File: src/rtl/rr_grant_arbiter_if.sv
// Request/grant bundle between the requesting masters and the round-robin arbiter.
interface rr_grant_arbiter_if #(
  parameter int N = 4
);
  localparam int IDW = (N > 1) ? $clog2(N) : 1;

  logic [N-1:0]   req;
  logic           lock;
  logic [N-1:0]   gnt;
  logic           gnt_valid;
  logic [IDW-1:0] gnt_id;
  logic           preempt;

  modport master (
    output req,
    output lock,
    input  gnt,
    input  gnt_valid,
    input  gnt_id,
    input  preempt
  );

  modport slave (
    input  req,
    input  lock,
    output gnt,
    output gnt_valid,
    output gnt_id,
    output preempt
  );
endinterface

File: src/rtl/rr_grant_arbiter.sv
// Registered round-robin arbiter for N requesters with bounded hold time under
// contention, an owner lock that freezes the hold counter, and a one-cycle
// preempt pulse after a forced revoke. Every ownership change passes through
// one IDLE cycle with no grant.
module rr_grant_arbiter #(
  parameter int N        = 4,
  parameter int MAX_HOLD = 8
) (
  input  logic              clock,
  input  logic              reset,
  rr_grant_arbiter_if.slave bus
);

  localparam int IDW = (N > 1) ? $clog2(N) : 1;
  localparam int CW  = (MAX_HOLD > 0) ? $clog2(MAX_HOLD + 1) : 1;
  localparam logic [CW-1:0]  HOLD_LAST = CW'((MAX_HOLD > 0) ? (MAX_HOLD - 1) : 0);
  localparam logic [IDW-1:0] LAST_ID   = IDW'(N - 1);
  localparam logic [N-1:0]   ONE_HOT0  = {{(N-1){1'b0}}, 1'b1};

  typedef enum logic {IDLE, BUSY} state_t;

  state_t         state, state_n;
  logic [IDW-1:0] ptr, ptr_n;
  logic [CW-1:0]  cnt, cnt_n;
  logic [N-1:0]   gnt_q, gnt_n;
  logic [IDW-1:0] id_q, id_n;
  logic           pre_q, pre_n;

  logic           found;
  logic [IDW-1:0] pick;
  logic [IDW-1:0] owner_next;
  logic           contention;

  // Find the first requester at or after the priority pointer, wrapping mod N.
  always_comb begin
    found = 1'b0;
    pick  = '0;
    for (int i = 0; i < N; i++) begin
      int j;
      j = int'(ptr) + i;
      if (j >= N) j = j - N;
      if (!found && bus.req[j]) begin
        found = 1'b1;
        pick  = IDW'(j);
      end
    end
  end

  // Next-state, pointer, hold counter and grant outputs for IDLE/BUSY.
  always_comb begin
    state_n    = state;
    ptr_n      = ptr;
    cnt_n      = cnt;
    gnt_n      = gnt_q;
    id_n       = id_q;
    pre_n      = 1'b0;
    owner_next = (id_q == LAST_ID) ? '0 : id_q + 1'b1;
    contention = |(bus.req & ~gnt_q);

    case (state)
      IDLE: begin
        if (found) begin
          state_n = BUSY;
          gnt_n   = ONE_HOT0 << pick;
          id_n    = pick;
          cnt_n   = '0;
        end
      end
      BUSY: begin
        if (!bus.req[id_q]) begin
          state_n = IDLE;
          gnt_n   = '0;
          id_n    = '0;
          ptr_n   = owner_next;
        end else if ((MAX_HOLD != 0) && contention && !bus.lock && (cnt == HOLD_LAST)) begin
          state_n = IDLE;
          gnt_n   = '0;
          id_n    = '0;
          ptr_n   = owner_next;
          pre_n   = 1'b1;
        end else if ((MAX_HOLD != 0) && contention && !bus.lock) begin
          cnt_n = cnt + 1'b1;
        end
      end
      default: begin
        state_n = IDLE;
        gnt_n   = '0;
        id_n    = '0;
      end
    endcase
  end

  // State and output registers; reset clears everything immediately.
  always_ff @(posedge clock or posedge reset) begin
    if (reset) begin
      state <= IDLE;
      ptr   <= '0;
      cnt   <= '0;
      gnt_q <= '0;
      id_q  <= '0;
      pre_q <= 1'b0;
    end else begin
      state <= state_n;
      ptr   <= ptr_n;
      cnt   <= cnt_n;
      gnt_q <= gnt_n;
      id_q  <= id_n;
      pre_q <= pre_n;
    end
  end

  assign bus.gnt       = gnt_q;
  assign bus.gnt_valid = |gnt_q;
  assign bus.gnt_id    = id_q;
  assign bus.preempt   = pre_q;

endmodule

File: src/flat_wrapper.sv
// flat-port wrapper written by rule: the top's interface ports become plain ports
module rr_grant_arbiter_flat 
#(
  parameter int N        = 4,
  parameter int MAX_HOLD = 8
)
  (clock, reset, bus_req, bus_lock, bus_gnt, bus_gnt_valid, bus_gnt_id, bus_preempt);
  rr_grant_arbiter_if #(.N(N)) bus_i ();
  input  logic clock;
  input  logic reset;
  input wire logic [$bits(bus_i.req)-1:0] bus_req;
  input wire logic [$bits(bus_i.lock)-1:0] bus_lock;
  output wire logic [$bits(bus_i.gnt)-1:0] bus_gnt;
  output wire logic [$bits(bus_i.gnt_valid)-1:0] bus_gnt_valid;
  output wire logic [$bits(bus_i.gnt_id)-1:0] bus_gnt_id;
  output wire logic [$bits(bus_i.preempt)-1:0] bus_preempt;
  assign bus_i.req = bus_req;
  assign bus_i.lock = bus_lock;
  assign bus_gnt = bus_i.gnt;
  assign bus_gnt_valid = bus_i.gnt_valid;
  assign bus_gnt_id = bus_i.gnt_id;
  assign bus_preempt = bus_i.preempt;
  rr_grant_arbiter #(.N(N), .MAX_HOLD(MAX_HOLD)) u_core (.clock(clock), .reset(reset), .bus(bus_i));
endmodule
File: config.mk
export PLATFORM = sky130hd
export DESIGN_NAME = rr_grant_arbiter_flat
export DESIGN_NICKNAME = d
export VERILOG_FILES = /design/src/rtl/rr_grant_arbiter_if.sv /design/src/rtl/rr_grant_arbiter.sv /design/src/flat_wrapper.sv
export SDC_FILE = /design/constraint.sdc
export NUM_CORES = 1
export LEC_CHECK = 0
export ABC_AREA = 1
export CAP_MARGIN = 25
export CORE_UTILIZATION = 48
export DETAILED_ROUTE_END_ITERATION = 16
export HOLD_SLACK_MARGIN = 0.06
export PLACE_DENSITY = 0.82
export SKIP_CTS_REPAIR_TIMING = 1
export SYNTH_ARGS = -nofsm -noshare
export SYNTH_HDL_FRONTEND = slang
export SYNTH_SLANG_ARGS = --single-unit
File: constraint.sdc
create_clock -name clock -period 1.4 [get_ports clock]
set_input_delay 0.35 -clock clock [delete_from_list [all_inputs] [get_ports clock]]
set_output_delay 0.35 -clock clock [all_outputs]
set_load 0.01 [all_outputs]
==> results of run 1 <==
## through the flow
stage	hold slack (ns)	power [uW]	utilization (%)
after global placement	0.5319	2792	66.96
after global routing	0.3640	4535	83.11
after CTS	0.3683	3193	68.75
after detailed placement	0.5545	2886	66.96
after floorplan	0.2392	2095	-
final	0.3456	4283	83.11
## cells in the mapped netlist
cell type | instances | area (sq um)
nor3_1 | 1 | 5.000
nand3_1 | 19 | 95.09
o21ai_2 | 1 | 8.760
o211ai_1 | 1 | 7.510
a21boi_2 | 1 | 11.26
o21ai_1 | 1 | 5.000
nor3b_1 | 1 | 7.510
a21oi_1 | 3 | 15.01
buf_6 | 1 | 11.26
xor2_1 | 1 | 8.760
a21oi_2 | 1 | 8.760
inv_2 | 2 | 7.510
nor2_1 | 11 | 41.29
buf_8 | 1 | 15.01
nor2_2 | 1 | 6.260
nand2_2 | 3 | 18.77
or2_2 | 1 | 6.260
or4_1 | 1 | 7.510
dfrtp_1 | 14 | 350.3
nand3_2 | 4 | 40.04
o21ai_0 | 5 | 25.02
nand2_1 | 64 | 240.2
nand2_4 | 1 | 11.26
nand4_1 | 1 | 6.260
ha_1 | 2 | 25.02
inv_1 | 19 | 71.32
## layout make-up
type | instances | share of cell area, %
Multi-Input combinational cell | 126 | 45.35
Sequential cell | 14 | 21.00
Timing Repair inverter | 1 | 0.4468
Tap cell | 27 | 2.010
Timing Repair Buffer | 45 | 24.20
Clock buffer | 4 | 2.159
Inverter | 21 | 4.840
## power groups by stage
stage,Combinational (uW),Clock (uW),Sequential (uW)
after floorplan,1360,0,733
after global placement,2110,0,679
after detailed placement,2200,0,682
after CTS,2220,296,676
after global routing,3480,324,731
final,3260,309,716
## placed cells by master, fill, tap and decap left out, types with 2 or more instances in the layout
cell type and n:
inv_1 13, o21ai_1 3, dlymetal6s2s_1 11, dfrtp_1 12
nand2_1 44, a21oi_1 3, buf_4 28, buf_6 3
nor2_1 5, nor2_4 2, inv_2 7, o21ai_2 2
nor2_2 5, o21ai_0 2, nand3_2 6, nand2_2 19
nand2_4 5, dfrtp_2 2, clkbuf_4 3, nand3_1 16
nand2_8 2, ha_1 2, clkdlybuf4s50_1 2
## logic make-up (layout without fill, tap and decap cells)
group / after synthesis / in the layout
compound gates: 13 / 13
buf+inv: 23 / 71
xor+xnor: 1 / 1
simple gates: 108 / 110
fa+ha+maj: 2 / 2
flops: 14 / 14
## critical path, cell delays in order (launching register included)
cell        delay [ns]
dfrtp_2           0.46
clkinvlp_4        0.19
nand2_2           0.11
nand2_2           0.06
nand2_2           0.06
nand2_2           0.07
nor2_4            0.14
nand3_4           0.13
nand2_8           0.15
buf_6             0.12
nand3_2           0.07
o21ai_1           0.08
## how the worst max path moves through the flow
stage                     slack, ns               from                    to  cells after the start
after floorplan                0.03      u_core.ptr[0]         u_core.cnt[1]                     10
after detailed placement      -0.66         bus_req[3]         u_core.cnt[3]                     11
final                         -0.31      u_core.ptr[0]  u_core.bus.gnt_id[0]                     11
after global placement        -0.62         bus_req[3]     u_core.bus.gnt[0]                     11
after global routing          -0.43      u_core.ptr[0]  u_core.bus.gnt_id[0]                     11
after CTS                     -0.64  u_core.bus.gnt[2]         bus_gnt_valid                      2
## state kept, by name, indices dropped and copies added (netlist names)
signal	count
u_core.bus.gnt	4
u_core.state	1
u_core.bus.preempt	1
u_core.cnt	4
u_core.ptr	2
u_core.bus.gnt_id	2
## metal layers
layer	track usage, %	share of wire (%)
met1	34.70	41
met4	9.804	3.8
met3	4.050	6.5
met2	43.98	48
met5	0	0
==> metrics, run 1 <==
adder-cell share of the synthesized area=approximately 2.4%; vias in the first global route=between 1000 and 1500; Sw Ratio=around 52%; max_slew headroom=between 70% and 80%; Non-Filler Instances=between 200 and 250; Clk pwr share=under 10%; Synth Area in Compound Gates=~7.7%; worst-path maximum fanout=6; Psw=between 2000 and 2500 uW; Max VDD drop=about 1900 uV; final setup vio count=14; sequential cell area=352.8 sq um; register area share after synthesis=between 30% and 40%; Static Leak=about 0.001 uW; Clk Latency, worst-skew pair=0.30 ns; hpwl dp=about 2.2 mm; Clock Tree Root=clkbuf_4; failing checks=setup timing; combinational share of power=76.1%; Worst Setup Path Type=reg2reg; setup TNS=-3.511 ns; MaxCap Viol Count=0; fin area=1680 sq um; Distinct cells, synth=26; Starting DRT DRC Count=51; DRC=0; Site Rows=16; terminus of the critical flop-to-flop path=u_core.bus.gnt_id[0]; Worst-Margin Slew=around 0.42 ns; synthesis warning total=0; Syn Nets=between 150 and 200; first-pass detailed-route iteration total=4; sequential share of power=approximately 17%; core box area=2022 sq um; GPL Wtd Cong=approximately 0.93; Post-Syn Area=roughly 1100 sq um; class of the worst hold path=in2async; FMAX=a little under 600 MHz; Detail Route Antenna Nets=0; part of the cycle the worst path needs=122.2%; r2r worst-path depth=11; GRT Total Usage=between 20% and 30%; ant diodes=0; largest net degree at the start of global routing=15; drt total wl=around 4.0 mm; Final Hold Fails=0; pwr dens=2549 nW/um^2; Worst Path Arrival=between 1.5 and 2 ns; Avg WL per Cell=16.61 um; port buffer count=14; Post-Synth Simple-Gate Area=around 46%; unrepaired setup endpoints after global routing=true; outcome=complete, but fails checks; Cell Area, Placed=about 1400 sq um; Filler Cell Count=around 110; number of cells after detailed placement=220; worst slack at placement=-0.6555 ns; post-synthesis mux area share=0%; element type at the critical path start=flip-flop; Congestion Overflow GR=0; initial antenna violation count=0; share of cells above drive strength 1=between 40% and 50%; minimum clock period=approximately 1.7 ns; #FFs+latches synth=14; CTS buffer count=3; H-tree Lvls=1; clk_skew=roughly 0.0068 ns; Mapped Cells=161; initial core utilization=between 50 and 60%; DR vias=1347; full die area=roughly 2400 sq um; Area Overhead vs Synth=59.12%; P_int=2052 uW; flop-to-flop setup slack=-0.31 ns; Slew Viols, Final=0; xor/xnor share of the synthesized area=less than 1%; CTS tree=yes; Die Ht=slightly below 50 um; Avg Vias per Cell=5.660; clk slew on worst S/H paths=around 0.09 ns; area of the multi-input gates=about 760 sq um; final worst slack=-0.3104 ns; element type at the critical path end=flip-flop; RR Startpoint=u_core.ptr[0]; largest family of logic cells by synthesized area=simple AND/OR/NAND/NOR gates; nets=roughly 220; first-pass GRT wire length=4.871 mm; I/O pins=15; mean area per synthesized cell=between 6 and 7 sq um; Worst Path Required=around 1.6 ns; Die Width=around 50 um; TritonCTS Sinks=14; clock tree buffer depth=2
No activity file was read; power rests on OpenSTA's default activity.
==> run 2, diff against run 1 <==
--- a/config.mk
+++ b/config.mk
@@ -6,7 +6,9 @@
 export NUM_CORES = 1
 export LEC_CHECK = 0
 export ABC_AREA = 1
+export ABC_CLOCK_PERIOD_IN_PS = 1400
 export CAP_MARGIN = 25
+export CORE_MARGIN = 2
 export CORE_UTILIZATION = 48
 export DETAILED_ROUTE_END_ITERATION = 16
 export HOLD_SLACK_MARGIN = 0.06
==> run 2 against run 1 <==
Net effect:
- the flow still finishes with violations (setup timing)
- register-to-register slack better by 0.10 ns
- utilization increased by 0.43 points
- die area rose by 8.3%
- sequential share of layout area about the same
- maximum frequency grew 0.50%
- critical path type is now reg2out
- largest power group unchanged
==> metrics, run 2 (synthesized netlist as in run 1, its figures left out) <==
FMAX=587.6 MHz (was 584.7 MHz); Filler Cell Count=112 (was 109); pwr dens=2522 nW/um^2 (was 2549 nW/um^2); final worst slack=-0.3019 ns (was -0.3104 ns); final setup vio count=14 (unchanged); GPL Wtd Cong=0.9292 (was 0.9283); outcome=complete, but fails checks (unchanged); unrepaired setup endpoints after global routing=true (unchanged); Detail Route Antenna Nets=0 (unchanged); GRT Total Usage=25.62% (was 26.52%); met1 usage=36.67% (was 34.70%); Worst Path Required=1.05 ns (was 1.63 ns); port buffer count=14 (unchanged); Worst-Margin Slew=0.4526 ns (was 0.4160 ns); ant diodes=0 (unchanged); Worst Setup Path Type=reg2out (was reg2reg); Top Usage Layer GRT=met2 (unchanged); worst-path maximum fanout=2 (was 6); initial antenna violation count=0 (unchanged); drt total wl=3.660 mm (was 3.953 mm); DR vias=1283 (was 1347); CTS buffer count=3 (unchanged); first-pass detailed-route iteration total=4 (unchanged); Worst Path Arrival=1.35 ns (was 1.94 ns); failing checks=setup timing (unchanged); Slew Viols, Final=0 (unchanged); commonest non-fill, non-tap cell in the layout=nand2_1 (unchanged); Final Hold Fails=0 (unchanged); class of the worst hold path=in2async (unchanged); met3 Use GR=4.678% (was 4.050%); share of cells above drive strength 1=45.77% (was 43.60%); setup TNS=-2.395 ns (was -3.511 ns); Avg Vias per Cell=5.627 (was 5.660); nets=211 (was 221); Static Leak=0.0009802 uW (was 0.001015 uW); Congestion Overflow GR=0 (unchanged); clk slew on worst S/H paths=0.10 ns (was 0.09 ns); MaxCap Viol Count=0 (unchanged); DRC=0 (unchanged); element type at the critical path start=flip-flop (unchanged); clk_skew=0.002773 ns (was 0.006750 ns); element type at the critical path end=primary output (was flip-flop); Starting DRT DRC Count=55 (was 51); TritonCTS Sinks=14 (unchanged); first-pass GRT wire length=5.092 mm (was 4.871 mm); Power Total=4260 uW (was 4283 uW); Clock Tree Root=clkbuf_4 (unchanged); most frequent cells in the layout=nand2_1 (43), nand2_2 (19), buf_4 (18) (was nand2_1 (44), buf_4 (28), nand2_2 (19)); vias in the first global route=1148 (was 1129); Avg WL per Cell=16.05 um (was 16.61 um); Area Overhead vs Synth=59.95% (was 59.12%); full die area=2591 sq um (was 2392 sq um); Max VDD drop=1731 uV (was 1895 uV); initial core utilization=52.23% (unchanged); largest net degree at the start of global routing=15 (unchanged); met2 Usage GRT=37.88% (was 43.98%); part of the cycle the worst path needs=121.6% (was 122.2%); Site Rows=16 (unchanged); hpwl dp=2.060 mm (was 2.154 mm); Clk Latency, worst-skew pair=0.29 ns (was 0.30 ns); minimum clock period=1.702 ns (was 1.710 ns); Die Width=50.91 um (was 48.91 um); H-tree Lvls=1 (unchanged); Die Ht=50.91 um (was 48.91 um); CTS tree=yes (unchanged); max_slew headroom=69.80% (was 72.24%); clock tree buffer depth=2 (unchanged); core box area=2022 sq um (unchanged); I/O pins=15 (unchanged)
==> run 2: changes by cell type in the layout (fill, tap and decap cells not counted), sizes merged <==
cell and delta:
buf -9, clkinvlp -1
==> run 2: path summary, 6_finish.rpt <==
path | start | endpoint | slack [ns] | cells past startpoint
min in group clock | u_core.cnt[1] | u_core.cnt[1] | 0.58 | 2
max | u_core.bus.gnt[3] | bus_gnt_valid | -0.30 | 2
max reg2reg | u_core.ptr[0] | u_core.cnt[1] | -0.21 | 11
min | reset | u_core.bus.preempt | 0.36 | 3
max in group asynchronous | reset | u_core.ptr[0] | 0.85 | 3
min reg2reg | u_core.cnt[1] | u_core.cnt[1] | 0.58 | 2
==> run 2: critical path: stages (launching register included) <==
cell,delay (ns)
dfrtp_1,0.39
or4_1,0.52
buf_2,0.16
==> run 2: routing by layer <==
| metal | share of wire (%) | vias up | routed length (um) |
|---|---|---|---|
| li1 | - | 597 | - |
| met1 | 44 | 615 | 1596 |
| met3 | 7.1 | 7 | 259 |
| met4 | 0.93 | 0 | 34 |
| met2 | 48 | 64 | 1769 |
| met5 | 0 | - | 0 |
==> run 2: final cells by class <==
| class | count | area [sq um] | area share [%] |
|---|---|---|---|
| inverters | 21 | 83.83 | 4.963 |
| flip-flops and latches | 14 | 354.1 | 20.96 |
| clock buffers | 4 | 36.28 | 2.148 |
| well taps | 27 | 33.78 | 2.000 |
| repair buffers | 36 | 342.8 | 20.30 |
| multi-input cells | 126 | 838.3 | 49.63 |
==> run 2: through the flow <==
step / worst slack (ns) / utilization, % / std cells / cell area, sq um / hold WS [ns]
final: -0.3019 / 83.54 / 228 / 1689 / 0.3563
after global routing: -0.3172 / 83.54 / 228 / 1689 / 0.4148
after CTS: -0.6491 / 68.01 / 222 / 1375 / 0.3647
after detailed placement: -0.5849 / 66.21 / 218 / 1339 / 0.5514
after global placement: -0.5560 / 66.21 / 218 / 1339 / 0.5350
after floorplan: 0.02568 / - / 161 / 1056 / 0.2392
==> run 2: report_power, final <==
group | leakage, uW | total, uW | switching (uW) | internal [uW]
combinational | 0.000782 | 3230 | 1960 | 1280
clock | 0.0000210 | 309 | 150 | 158
sequential | 0.000177 | 717 | 152 | 565
total | 0.000980 | 4260 | 2260 | 2000
==> run 3, diff against run 2 <==
--- a/config.mk
+++ b/config.mk
@@ -13,7 +13,6 @@
 export DETAILED_ROUTE_END_ITERATION = 16
 export HOLD_SLACK_MARGIN = 0.06
 export PLACE_DENSITY = 0.82
-export SKIP_CTS_REPAIR_TIMING = 1
 export SYNTH_ARGS = -nofsm -noshare
 export SYNTH_HDL_FRONTEND = slang
 export SYNTH_SLANG_ARGS = --single-unit
==> run 3 against run 2 <==
Net effect:
- the run still ends with setup timing left
- critical endpoint unchanged
- critical path type unchanged
- largest power group unchanged
- combinational power grew 22%
- clock power grew 3%
- via count grew 15%
- maximum frequency shrank 0.72%
- largest cell class unchanged
==> metrics, run 3 (synthesized netlist as in run 1, its figures left out) <==
element type at the critical path start=flip-flop (unchanged); first-pass detailed-route iteration total=5 (was 4); initial antenna violation count=0 (unchanged); initial core utilization=52.23% (unchanged); Site Rows=16 (unchanged); vias in the first global route=1348 (was 1148); element type at the critical path end=primary output (unchanged); Die Width=50.91 um (unchanged); drt total wl=4.713 mm (was 3.660 mm); fin area=1837 sq um (was 1689 sq um); Cell Area, Placed=1339 sq um (unchanged); outcome=complete, but fails checks (unchanged); Worst Path Required=1.05 ns (about the same); Slew Viols, Final=0 (unchanged); WHS=0.3436 ns (was 0.3563 ns); I/O pins=15 (unchanged); Worst Setup Path Type=reg2out (unchanged); clk_skew=0.002460 ns (was 0.002773 ns); Congestion Overflow GR=0 (unchanged); GPL Wtd Cong=0.9292 (unchanged); Sw Ratio=54.72% (was 53.09%); commonest non-fill, non-tap cell in the layout=nand2_1 (unchanged); Final Hold Fails=0 (unchanged); TritonCTS Sinks=14 (unchanged); # hold bufs at CTS=0; nets=219 (was 211); Metal-1 WL=1.800 mm (was 1.596 mm); hpwl dp=2.060 mm (unchanged); Psw=2714 uW (was 2262 uW); routed wl met3=479 um (was 259 um); Worst-Margin Slew=0.4885 ns (was 0.4526 ns); Clock Tree Root=clkbuf_4 (unchanged); Filler Cell Count=86 (was 112); Starting DRT DRC Count=106 (was 55); max layer used=met4 (unchanged); ant diodes=0 (unchanged); largest net degree at the start of global routing=15 (unchanged); final worst slack=-0.3142 ns (was -0.3019 ns); unrepaired setup endpoints after global routing=true (unchanged); class of the worst hold path=in2async (unchanged); pwr dens=2701 nW/um^2 (was 2522 nW/um^2); CTS buffer count=3 (unchanged); first-pass GRT wire length=6.417 mm (was 5.092 mm); core box area=2022 sq um (unchanged); share of cells above drive strength 1=59.33% (was 45.77%); DR WL met2=2.146 mm (was 1.769 mm); Clk pwr share=6.4% (was 7.2%); Die Ht=50.91 um (unchanged); most frequent cells in the layout=nand2_1 (30), nand2_2 (24), buf_4 (22) (was nand2_1 (43), nand2_2 (19), buf_4 (18)); failing checks=setup timing (unchanged); Static Leak=0.0009314 uW (was 0.0009802 uW); clk slew on worst S/H paths=0.09 ns (was 0.10 ns); H-tree Lvls=1 (unchanged); sequential share of power=14.2% (was 16.8%); Avg Vias per Cell=6.246 (was 5.627); P_int=2246 uW (was 1998 uW); Clk Latency, worst-skew pair=0.30 ns (was 0.29 ns); worst-path maximum fanout=2 (unchanged); part of the cycle the worst path needs=122.4% (was 121.6%); minimum clock period=1.714 ns (was 1.702 ns); Power Total=4961 uW (was 4260 uW); final setup vio count=16 (was 14); combinational share of power=79.4% (was 75.9%); GRT Total Usage=32.94% (was 25.62%); Detail Route Antenna Nets=0 (unchanged); DR vias=1474 (was 1283); FMAX=583.4 MHz (was 587.6 MHz); clock tree buffer depth=2 (unchanged); CTS tree=yes (unchanged); MaxCap Viol Count=0 (unchanged); Avg WL per Cell=19.97 um (was 16.05 um); port buffer count=14 (unchanged); Worst Path Arrival=1.36 ns (was 1.35 ns); max_slew headroom=67.40% (was 69.80%); DRC=0 (unchanged); Area Overhead vs Synth=73.93% (was 59.95%); Max VDD drop=2186 uV (was 1731 uV); full die area=2591 sq um (unchanged)
[run 3: cell types whose count changed in the layout (fill, tap and decap cells not counted), sizes merged]
cell          change
buf              +10
clkbuf            +2
dlymetal6s2s     -11
clkinv            +2
dlygate4sd2       +6
inv               -1
[run 3: area by class of cell]
cell class | count | area, sq um | area share, %
clock buffers | 4 | 36.28 | 1.975
inverters | 21 | 86.33 | 4.700
multi-input cells | 126 | 963.4 | 52.45
flip-flops and latches | 14 | 352.8 | 19.21
well taps | 27 | 33.78 | 1.839
repair buffers | 43 | 359.1 | 19.55
repair inverters | 1 | 5.005 | 0.2725
[run 3: per-layer routing]
metal,track usage [%],vias up
met1,42.57,695
met5,0,-
met2,54.11,122
li1,-,620
met4,14.86,0
met3,4.971,37
[run 3: worst max-delay path, cell delays in order, from the launching register on]
cell and delay, ns:
dfrtp_1 0.39, or4_1 0.52, buf_2 0.16
[run 3: worst paths after layout]
| path | from | to | slack (ns) | cells after the start |
|---|---|---|---|---|
| hold reg to reg | u_core.cnt[1] | u_core.cnt[1] | 0.58 | 2 |
| min in group clock | u_core.cnt[1] | u_core.cnt[1] | 0.58 | 2 |
| setup reg to reg | u_core.ptr[0] | u_core.bus.gnt_id[1] | -0.28 | 10 |
| setup / recovery | u_core.bus.gnt[3] | bus_gnt_valid | -0.31 | 2 |
| hold / removal | reset | u_core.bus.preempt | 0.34 | 3 |
| max in group asynchronous | reset | u_core.ptr[0] | 0.86 | 3 |
[run 3: stage by stage]
| stage | util, % | std cells | setup slack, ns | setup TNS (ns) |
|---|---|---|---|---|
| final | 90.84 | 236 | -0.3142 | -3.403 |
| after global routing | 90.84 | 236 | -0.3339 | -3.928 |
| after CTS | 76.36 | 229 | -0.3030 | -1.775 |
| after detailed placement | 66.21 | 218 | -0.5849 | -7.555 |
| after global placement | 66.21 | 218 | -0.5560 | -7.107 |
| after floorplan | - | 161 | 0.02568 | 0 |
[run 3: power by group through the flow]
stage	Sequential (uW)	Combinational, uW	Clock, uW
3_5_place_dp	696	2100	0
5_1_grt	716	4150	342
4_1_cts	693	2660	305
6_report	704	3940	317
2_1_floorplan	733	1360	0
3_3_place_gp	687	2050	0
[run 3: timing repair]
item	CTS	global route
setup buffers	5	7
cloned	2	1
gates resized for setup	64	75
pin swaps	22	29
setup endpoints to repair	22	19
==> RTL edit (config.mk and constraints of run 3) <==
Make the reset (`reset`) synchronous in one clocked block.
--- a/src/rtl/rr_grant_arbiter.sv
+++ b/src/rtl/rr_grant_arbiter.sv
@@ -93,3 +93,3 @@
   // State and output registers; reset clears everything immediately.
-  always_ff @(posedge clock or posedge reset) begin
+  always_ff @(posedge clock) begin
     if (reset) begin
Formal check against the unedited RTL: differs if reset is asserted again (counterexample within 4 cycles, from zero or initial values and one cycle with reset high); with reset held inactive, the same outputs for 10 cycles.
==> RTL edit against run 3 <==
- highest routed layer unchanged
- first-iteration DRC count fell by 59%
- synthesized area down 5.8%
- sequential cell count did not move
- synthesized cell count down 2.5%
- setup slack gained 0.14 ns
- critical path depth is 9 higher
- the flow still finishes with violations (setup timing)
- cell area decreased by 13%
- wire length decreased by 32%
- cell count fell by 3.4%
- non-clock buffer count decreased by 2
- power decreased by 40%
- clock skew rose by 0.010 ns
==> RTL edit: results (changes against run 3) <==
| Metric | Value |
|---|---|
| First-pass GRT wire length | `4.698 mm (was 6.417 mm)` |
| Placed cell count | `211 (was 218)` |
| Largest net degree at the start of global routing | `11 (was 15)` |
| Hold Path Class | `register to register (was primary input to asynchronous set/reset pin)` |
| Metal-1 WL | `1.326 mm (was 1.800 mm)` |
| Final HPWL DP | `1.914 mm (was 2.060 mm)` |
| TNS Setup | `-1.218 ns (was -3.403 ns)` |
| Sequential element share of the synthesized area | `0.2818 (was 0.3318)` |
| Post-synth top area cell | `dfxtp_1 (was dfrtp_1)` |
| Post-synth net total | `166 (was 170)` |
| Violated checks | `setup timing (unchanged)` |
| Final worst setup slack | `-0.1767 ns (was -0.3142 ns)` |
| Iteration-0 DRC Markers | `43 (was 106)` |
| Status | `complete, but fails checks (unchanged)` |
| Distinct cells, synth | `23 (was 26)` |
| Asr flop ratio synth | `0 (was 1.000)` |
| Slew @ Worst Pin | `0.4099 ns (was 0.4885 ns)` |
| Crit path max fanout | `5 (was 2)` |
| Vias/cell | `5.404 (was 6.246)` |
| Xor/xnor cell area share of the yosys netlist | `0.008805 (was 0.008294)` |
| Final setup fails | `12 (was 16)` |
| Routed wire per std cell | `14.07 µm (was 19.97 µm)` |
| Met3 Wirelength | `139 µm (was 479 µm)` |
| Adder-cell share of the synthesized area | `0.02516 (was 0.02370)` |
| Commonest cells post-synth | `44 x nand2_1, 17 x nor2_1 (was 64 x nand2_1, 19 x inv_1, 19 x nand3_1)` |
| Max incr delay on CP | `0.38 ns (was 0.52 ns)` |
| Synth Area in Compound Gates | `0.1132 (was 0.07701)` |
| Final wirelength | `3.208 mm (was 4.713 mm)` |
| Total global-route track usage | `0.2401 (was 0.3294)` |
| Min Hold Slack | `0.5007 ns (was 0.3436 ns)` |
| Syn Inst Count | `157 (was 161)` |
| WP data arrival | `1.81 ns (was 1.36 ns)` |
| Worst clock skew | `0.01242 ns (was 0.002460 ns)` |
| DP Area | `1266 µm² (was 1339 µm²)` |
| Leak | `0.0007702 µW (was 0.0009314 µW)` |
| Top post-synthesis cells by area | `dfxtp_1 28%, nand2_1 17%, nand2_2 7.5%, a21oi_1 7.0%, nand3_1 7.0% (was dfrtp_1 33%, nand2_1 23%, nand3_1 9.0%, inv_1 6.8%, nor2_1 3.9%)` |
| Drt pass-1 iters | `4 (was 5)` |
| Vias in the first global route | `1112 (was 1348)` |
| Met2 WL | `1.660 mm (was 2.146 mm)` |
==> RTL edit: cell types whose count changed after synthesis, moves of 3 or more <==
| cell | delta |
|---|---|
| nand2_1 | -20 |
| nand2_2 | +9 |
| dfxtp_1 | +14 |
| nand3b_1 | +3 |
| nand3_1 | -5 |
| a21oi_1 | +11 |
| inv_1 | -5 |
| dfrtp_1 | -14 |
| nor2_1 | +6 |
==> RTL edit: repair_timing <==
| action | 4_1_cts | 5_1_grt |
|---|---|---|
| setup buffers | 2 | 9 |
| gates cloned | 2 | 0 |
| pin swaps | 22 | 12 |
| setup endpoints to repair | 21 | 14 |
| gates resized for setup | 55 | 26 |
==> RTL edit: layer usage <==
metal / vias up / GRT usage
li1: 603 / -
met1: 575 / 0.2782
met2: 42 / 0.4556
met3: 12 / 0.03636
met4: 0 / 0.05556
met5: - / 0
==> RTL edit: path summary, 6_finish.rpt <==
kind                            cells past startpoint         startpoint                 to
worst max-delay path                               11      u_core.ptr[0]  u_core.bus.gnt[3]
worst min-delay path                                2  u_core.bus.gnt[2]  u_core.bus.gnt[2]
worst max register to register                     11      u_core.ptr[0]  u_core.bus.gnt[3]
worst min register to register                      2  u_core.bus.gnt[2]  u_core.bus.gnt[2]
==> RTL edit: cell type report <==
type / instances / area (µm²)
inverters: 16 / 65.06
multi-input cells: 126 / 835.8
clock buffers: 4 / 36.28
repair buffers: 41 / 344.1
fillers: 139 / 355.3
flip-flops and latches: 14 / 291.5
well taps: 27 / 33.78
==> RTL edit: power breakdown <==
group          leakage (µW)  total (µW)  internal [µW]  switching (µW)
clock network     0.0000210         297            159             139
logic              0.000632        2060            883            1180
registers          0.000118         629            506             123
